==> src/rtl/piso_tx.sv <==
// piso_tx: parallel-in serial-out serializer, LSB first, with valid/ready
// load handshake and support for back-to-back frames with no idle gap.
// Optional build macro: PISO_TX_PARITY_EN appends an even-parity bit to
// every frame (frame length WIDTH+1 instead of WIDTH).
module piso_tx #(
  parameter int WIDTH = 4
) (
  input  logic             clk,
  input  logic             rst_n,
  input  logic [WIDTH-1:0] din,
  input  logic             load_valid,
  output logic             load_ready,
  output logic             so,
  output logic             so_valid,
  output logic             so_last,
  output logic             busy
);

  localparam int CNT_W = $clog2(WIDTH + 1);
  localparam logic [CNT_W-1:0] CNT_LAST = CNT_W'(WIDTH - 1);

  typedef enum logic [1:0] {
    IDLE   = 2'd0,
    SHIFT  = 2'd1,
    PARITY = 2'd2
  } state_t;

  state_t           state_q, state_d;
  logic [WIDTH-1:0] shreg_q, shreg_d;
  logic [CNT_W-1:0] cnt_q, cnt_d;
  logic             accept;
  logic             last_data;

`ifdef PISO_TX_PARITY_EN
  logic             parity_q, parity_d;
`endif

  // Final data bit of the frame is on so this cycle.
  assign last_data = (state_q == SHIFT) && (cnt_q == CNT_LAST);

  // A load is taken whenever upstream offers and we can take it; an accept
  // on the last-bit edge restarts SHIFT so frames run back to back.
  assign accept = load_valid && load_ready;

  // State register.
  always_ff @(posedge clk or negedge rst_n) begin
    if (!rst_n) begin
      state_q <= IDLE;
    end else begin
      state_q <= state_d;
    end
  end

  // Next-state logic: an accept always wins over frame completion.
  always_comb begin
    state_d = state_q;
    case (state_q)
      IDLE: begin
        if (accept) state_d = SHIFT;
      end
      SHIFT: begin
        if (accept) begin
          state_d = SHIFT;
        end else if (last_data) begin
`ifdef PISO_TX_PARITY_EN
          state_d = PARITY;
`else
          state_d = IDLE;
`endif
        end
      end
`ifdef PISO_TX_PARITY_EN
      PARITY: begin
        state_d = accept ? SHIFT : IDLE;
      end
`endif
      default: state_d = IDLE;
    endcase
  end

  // Output decode, from registered state only (load_ready included).
  always_comb begin
    so       = 1'b0;
    so_last  = 1'b0;
    so_valid = (state_q != IDLE);
    case (state_q)
      SHIFT: begin
        so = shreg_q[0];
`ifndef PISO_TX_PARITY_EN
        so_last = last_data;
`endif
      end
`ifdef PISO_TX_PARITY_EN
      PARITY: begin
        so      = parity_q;
        so_last = 1'b1;
      end
`endif
      default: ;
    endcase
    busy       = so_valid;
    load_ready = (state_q == IDLE) || so_last;
  end

  // Datapath next values: load on accept, otherwise shift toward bit 0.
  // The counter returns to 0 at frame end so it never passes WIDTH-1.
  always_comb begin
    shreg_d = shreg_q;
    cnt_d   = cnt_q;
`ifdef PISO_TX_PARITY_EN
    parity_d = parity_q;
`endif
    if (accept) begin
      shreg_d = din;
      cnt_d   = '0;
`ifdef PISO_TX_PARITY_EN
      parity_d = ^din;
`endif
    end else if (state_q == SHIFT) begin
      shreg_d = {1'b0, shreg_q[WIDTH-1:1]};
      cnt_d   = last_data ? '0 : cnt_q + 1'b1;
    end
  end

  // Datapath registers; reset discards any partial frame.
  always_ff @(posedge clk or negedge rst_n) begin
    if (!rst_n) begin
      shreg_q <= '0;
      cnt_q   <= '0;
    end else begin
      shreg_q <= shreg_d;
      cnt_q   <= cnt_d;
    end
  end

`ifdef PISO_TX_PARITY_EN
  // Parity bit latched at accept and replayed in the PARITY cycle.
  always_ff @(posedge clk or negedge rst_n) begin
    if (!rst_n) begin
      parity_q <= 1'b0;
    end else begin
      parity_q <= parity_d;
    end
  end
`endif

endmodule

==> config.mk <==
export PLATFORM = sky130hd
export DESIGN_NAME = piso_tx
export DESIGN_NICKNAME = d
export VERILOG_FILES = /design/src/rtl/piso_tx.sv
export SDC_FILE = /design/constraint.sdc
export NUM_CORES = 1
export LEC_CHECK = 0
export ABC_CLOCK_PERIOD_IN_PS = 1800
export BUFFER_PORTS_ARGS = -buffer_cell sky130_fd_sc_hd__buf_2
export CORE_AREA = 2 2 39 41
export DETAILED_ROUTE_END_ITERATION = 10
export DIE_AREA = 0 0 41 43
export PLACE_DENSITY_LB_ADDON = 0.05
export SYNTH_ARGS = -nofsm -noshare
export SYNTH_HDL_FRONTEND = slang
export SYNTH_SLANG_ARGS = --single-unit
==> constraint.sdc <==
create_clock -name clk -period 1.8 [get_ports clk]
set_input_delay 0 -clock clk [delete_from_list [all_inputs] [get_ports clk]]
set_output_delay 0 -clock clk [all_outputs]
set_load 0.05 [all_outputs]
-- Yosys cells after proc, flatten, opt, wreduce, memory -nomap -nowiden
Index checks and enable logic that the tools add are counted.
- equality and inequality tests: 4
- reduce and logical (&&, ||, !) cells: 7
- add/subtract/negate cells: 1
- multiplexer cells: 11
- operators by type and width (operator ; number):
    $mux 3 ; 3
    $mux 4 ; 2
    $mux 2 ; 3
    $pmux 2 s2 ; 1
    $reduce_bool 2->1 ; 2
    $add 3x1->3 const B ; 1
    $eq 3x2->1 const B ; 1
    $ne 3x3->1 const B ; 1
    $eq 2x1->1 const B ; 1
    $logic_and 1x1->1 ; 2
    $logic_not 2->1 ; 1
    $mux 1 ; 2
    $ne 2x2->1 const B ; 1
    $reduce_and 2->1 ; 1
    $logic_or 1x1->1 ; 1
- logic and storage cells: 26
- bits in registers: 9
- output and inout bits: 5

-- Depth between registers and ports, before layout
- depth after elaboration: 7
- mapped depth: 4

-- Worst setup path before layout
OpenSTA, ideal clock, no wires.
- kind: register -> output
- start point: register state_q[0]
- end point: output so_last
- stages on the path, launching flop included: 4
- path buffers: 1
- data arrival time: 1601 ps
- path slack: 199 ps
- cells stage by stage: dfrtp_1 > buf_4 > nand2_1 > nor2_1
- cells in the longest elaborated chain, start to end: 3
- ends and longest elaborated chain (element ; line ; RTL):
    from (decl) ; 28 ; state_t state_q, state_d;
    from (signal assigned) ; 50 ; state_q <= state_d;
    $eq 2x1->1 * ; 39, 86 ;
    $logic_and 1x1->1 ; 39 ; assign last_data = (state_q == SHIFT) && (cnt_q == CNT_LAST);
    $mux 1 * ; 86 ; case (state_q)
    to (decl) ; 15 ; output logic so_last,
Mark *: on every way between the ends. The rest lies on a longest branch, timed or not.

-- Worst setup path after layout
- start point: register cnt_q[0]
- end point: output load_ready
- cells in the longest elaborated chain, start to end: 4
- ends and longest elaborated chain (element ; line ; RTL):
    from (decl) ; 30 ; logic [CNT_W-1:0] cnt_q, cnt_d;
    from (signal assigned) ; 132 ; cnt_q <= cnt_d;
    $eq 3x2->1 ; 39 ;
    $logic_and 1x1->1 ; 39 ;
    $mux 1 ; 86 ;
    $logic_or 1x1->1 ; 102 ; load_ready = (state_q == IDLE) || so_last;
    to (decl) ; 12 ; output logic load_ready,
Every way passes these cells.

==> flow_metrics.tcl <==
set metrics [dict create \
    status "complete, no violations" \
    post_drt_wl_per_cell_um 12.03 \
    antenna_cells 0 \
    ant_nets 0 \
    postCtsSetupBuffers 0 \
    design.core.area_mm2 0.001384 \
    cts.sinks 8 \
    power_uw 875.4 \
    fin_util 0.3517 \
    crit_fanout 7 \
    fmax_mhz 731.7 \
    pin_count 12 \
    grt_usage 0.1108 \
    yosysTopAreaCell "dfrtp_1" \
    startpoint "cnt_q[0]$_DFFE_PN0P_" \
    grt_pass1_vias 284 \
    finClkSkew_ns 0.006402 \
    use_met3 0.07853 \
    yosysSeqAreaShare 0.5079 \
    clk_latency_ns 0.25 \
    grt_pass1_wl_mm 1.235 \
    cap_violations 0 \
    synth_flop_cell "dfrtp_1" \
    slew_headroom 0.7009 \
    synth_area_leaders "dfrtp_1 51%, o221a_1 8.6%, mux2i_1 7.6%" \
    synth_top_family_by_area "compound AO/OA/AOI/OAI gates" \
    synthAdderAreaFrac 0.03175 \
    dp_hpwl_um 558.6 \
    place.gp.congestion 0.7246 \
    hp-class "input pin to register" \
    synth_cell_types 15 \
    fin_crit_ns 1.367 \
    avgSynthCellArea_um2 11.26 \
    layout.cells.non_filler 64 \
    dieArea_mm2 0.001763 \
    peakVddDrop_uv 791.8 \
    num-fill-cells 154 \
    die_y_um 43 \
    row_count 14 \
    yosys.area_share.xor_xnor 0 \
    multi_input_area_um2 175.2 \
    worstPathRequired_ns 1.80 \
    drive_gt1_frac 0.3333 \
    yosysMostFrequentCell "dfrtp_1" \
    synth_edf_count 0 \
    setup_violations 0 \
    max_slew.worst_pin.slew_ns 0.4486 \
    tns_ns 0 \
    synthArstFlopShare 1.000 \
    grt_max_degree 14 \
    p_int_uw 470.1 \
    placed_cells 60 \
    rsz0062_at_grt "no" \
    synthMuxAreaShare 0.07619 \
    areaGrowthSynthToFinish_pct 23.49 \
    combinationalPowerShare 0.496 \
    portBuffers 11 \
    viasPerCell 4.813 \
    post_cts_resized 0 \
    fin_crit_sh 0.7593 \
    critPathCaptureType "output pin" \
    holdWs_ns 0.007938 \
    num_vias 308 \
    yosysTopAreaCellShare 0.5079 \
    first_pass_iters 4 \
    worst_ep_arrival_time_ns 1.37 \
    clkPwrFrac 0.154 \
    dieWidth_um 41 \
    use_met1 0.1639 \
    leakage_uw 0.0002515 \
    ys_ff_latch 8 \
    p_per_area_mw_per_mm2 1799 \
    cts_root_buf "clkbuf_4" \
    swShare 0.4630 \
    synth_simple_gate_area_frac 0.1429 \
    final_max_slew_viol_count 0 \
    drc_errors 0 \
    finalHoldViolCount 0 \
    antenna_found_initial 0 \
    path_class "register to output pin" \
    drt_wl_total_um 770 \
    synthTopCellsByCount "8 x dfrtp_1, 6 x nand2_1, 3 x mux2i_1, 3 x o221a_1" \
    grt_overflow 0 \
    min_from "din[3]" \
    yosys_warnings 0 \
    drtIter0Drc 6 \
    crit_path_start_kind "register" \
    holdBufCountCts 1 \
    rr_startpoint "cnt_q[0]$_DFFE_PN0P_" \
    synthCells 35 \
    cts_tree "done" \
    start_util 0.2848 \
    clockBufferDepth 2 \
    seqCellArea_um2 200.2 \
    use_met2 0.1313 \
    cts_made_buffers 3 \
    synth_compound_area_frac 0.1937 \
    syn_nets 43 \
    p_switching_uw 405.3 \
    final_nets 58 \
    netlist_area_um2 394.1 \
    busiest_layer "met1" \
    pwr-share-seq 0.350 \
    h-tree-depth 1 \
    path_clk_slew_ns 0.06 \
]
[path summary, 6_finish.rpt]
kind | cells past startpoint | slack [ns] | to
worst max-delay path | 4 | 0.43 | load_ready
worst min-delay path | 2 | 0.008 | shreg_q[3]$_DFFE_PN0P_
worst max register to register | 4 | 0.54 | shreg_q[3]$_DFFE_PN0P_
worst min register to register | 1 | 0.49 | cnt_q[0]$_DFFE_PN0P_
max in group asynchronous | 2 | 1.51 | shreg_q[0]$_DFFE_PN0P_
min in group asynchronous | 2 | 0.12 | cnt_q[1]$_DFFE_PN0P_
[final cells by class]
| cell class | instances | area share |
|---|---|---|
| Sequential cell | 8 | 0.4113 |
| Clock buffer | 3 | 0.04627 |
| Multi-Input combinational cell | 24 | 0.3599 |
| Timing Repair Buffer | 12 | 0.1337 |
| Tap cell | 16 | 0.04113 |
| Inverter | 1 | 0.007712 |
[cells by family after synthesis]
group                    count (synthesis)
AO/OA/AOI/OAI                            9
multiplexers                             3
flip-flops                               8
buffers and inverters                    3
adder cells (fa/ha/maj)                  1
AND/OR/NAND/NOR                         11
[sequential cells by signal (all words and copies together), names as in the netlist]
signal	count
shreg_q	4
cnt_q	3
state_q	1
[power groups by stage]
stage | clock network [µW] | logic [µW] | registers [µW]
final | 135 | 434 | 307
after global routing | 151 | 479 | 319
after CTS | 139 | 437 | 307
after detailed placement | 0 | 434 | 310
after global placement | 0 | 434 | 306
after floorplan | 0 | 366 | 302
[layer usage]
metal / part of all wire / up-vias
met3: 0.097 / 0
met2: 0.42 / 16
met4: 0 / 0
met5: 0 / -
met1: 0.48 / 138
li1: - / 154
[layout by cell type, fill, tap and decap left out, drive strengths merged]
| cell type | instances |
|---|---|
| nand2 | 7 |
| buf | 11 |
| nor2 | 2 |
| a21oi | 1 |
| a32o | 2 |
| a21o | 1 |
| nand2b | 1 |
| dlygate4sd3 | 1 |
| dfrtp | 8 |
| and2 | 1 |
| mux2i | 3 |
| clkbuf | 3 |
| o221a | 3 |
| o21ai | 2 |
| ha | 1 |
| inv | 1 |
[worst max-delay path: stages, from the launching register on]
cell      delay (ns)
dfrtp_1         0.39
ha_1            0.26
nand2b_4        0.09
nand2_2         0.11
buf_2           0.26
[through the flow]
stage,instance area (µm²),setup WS (ns)
5_1_grt,486.7,0.3330
3_5_place_dp,454.2,0.5406
6_report,486.7,0.4333
4_1_cts,486.7,0.4279
2_1_floorplan,394.1,0.1987
3_3_place_gp,454.2,0.5701
Note: power is estimated with default switching activity, not from simulation.
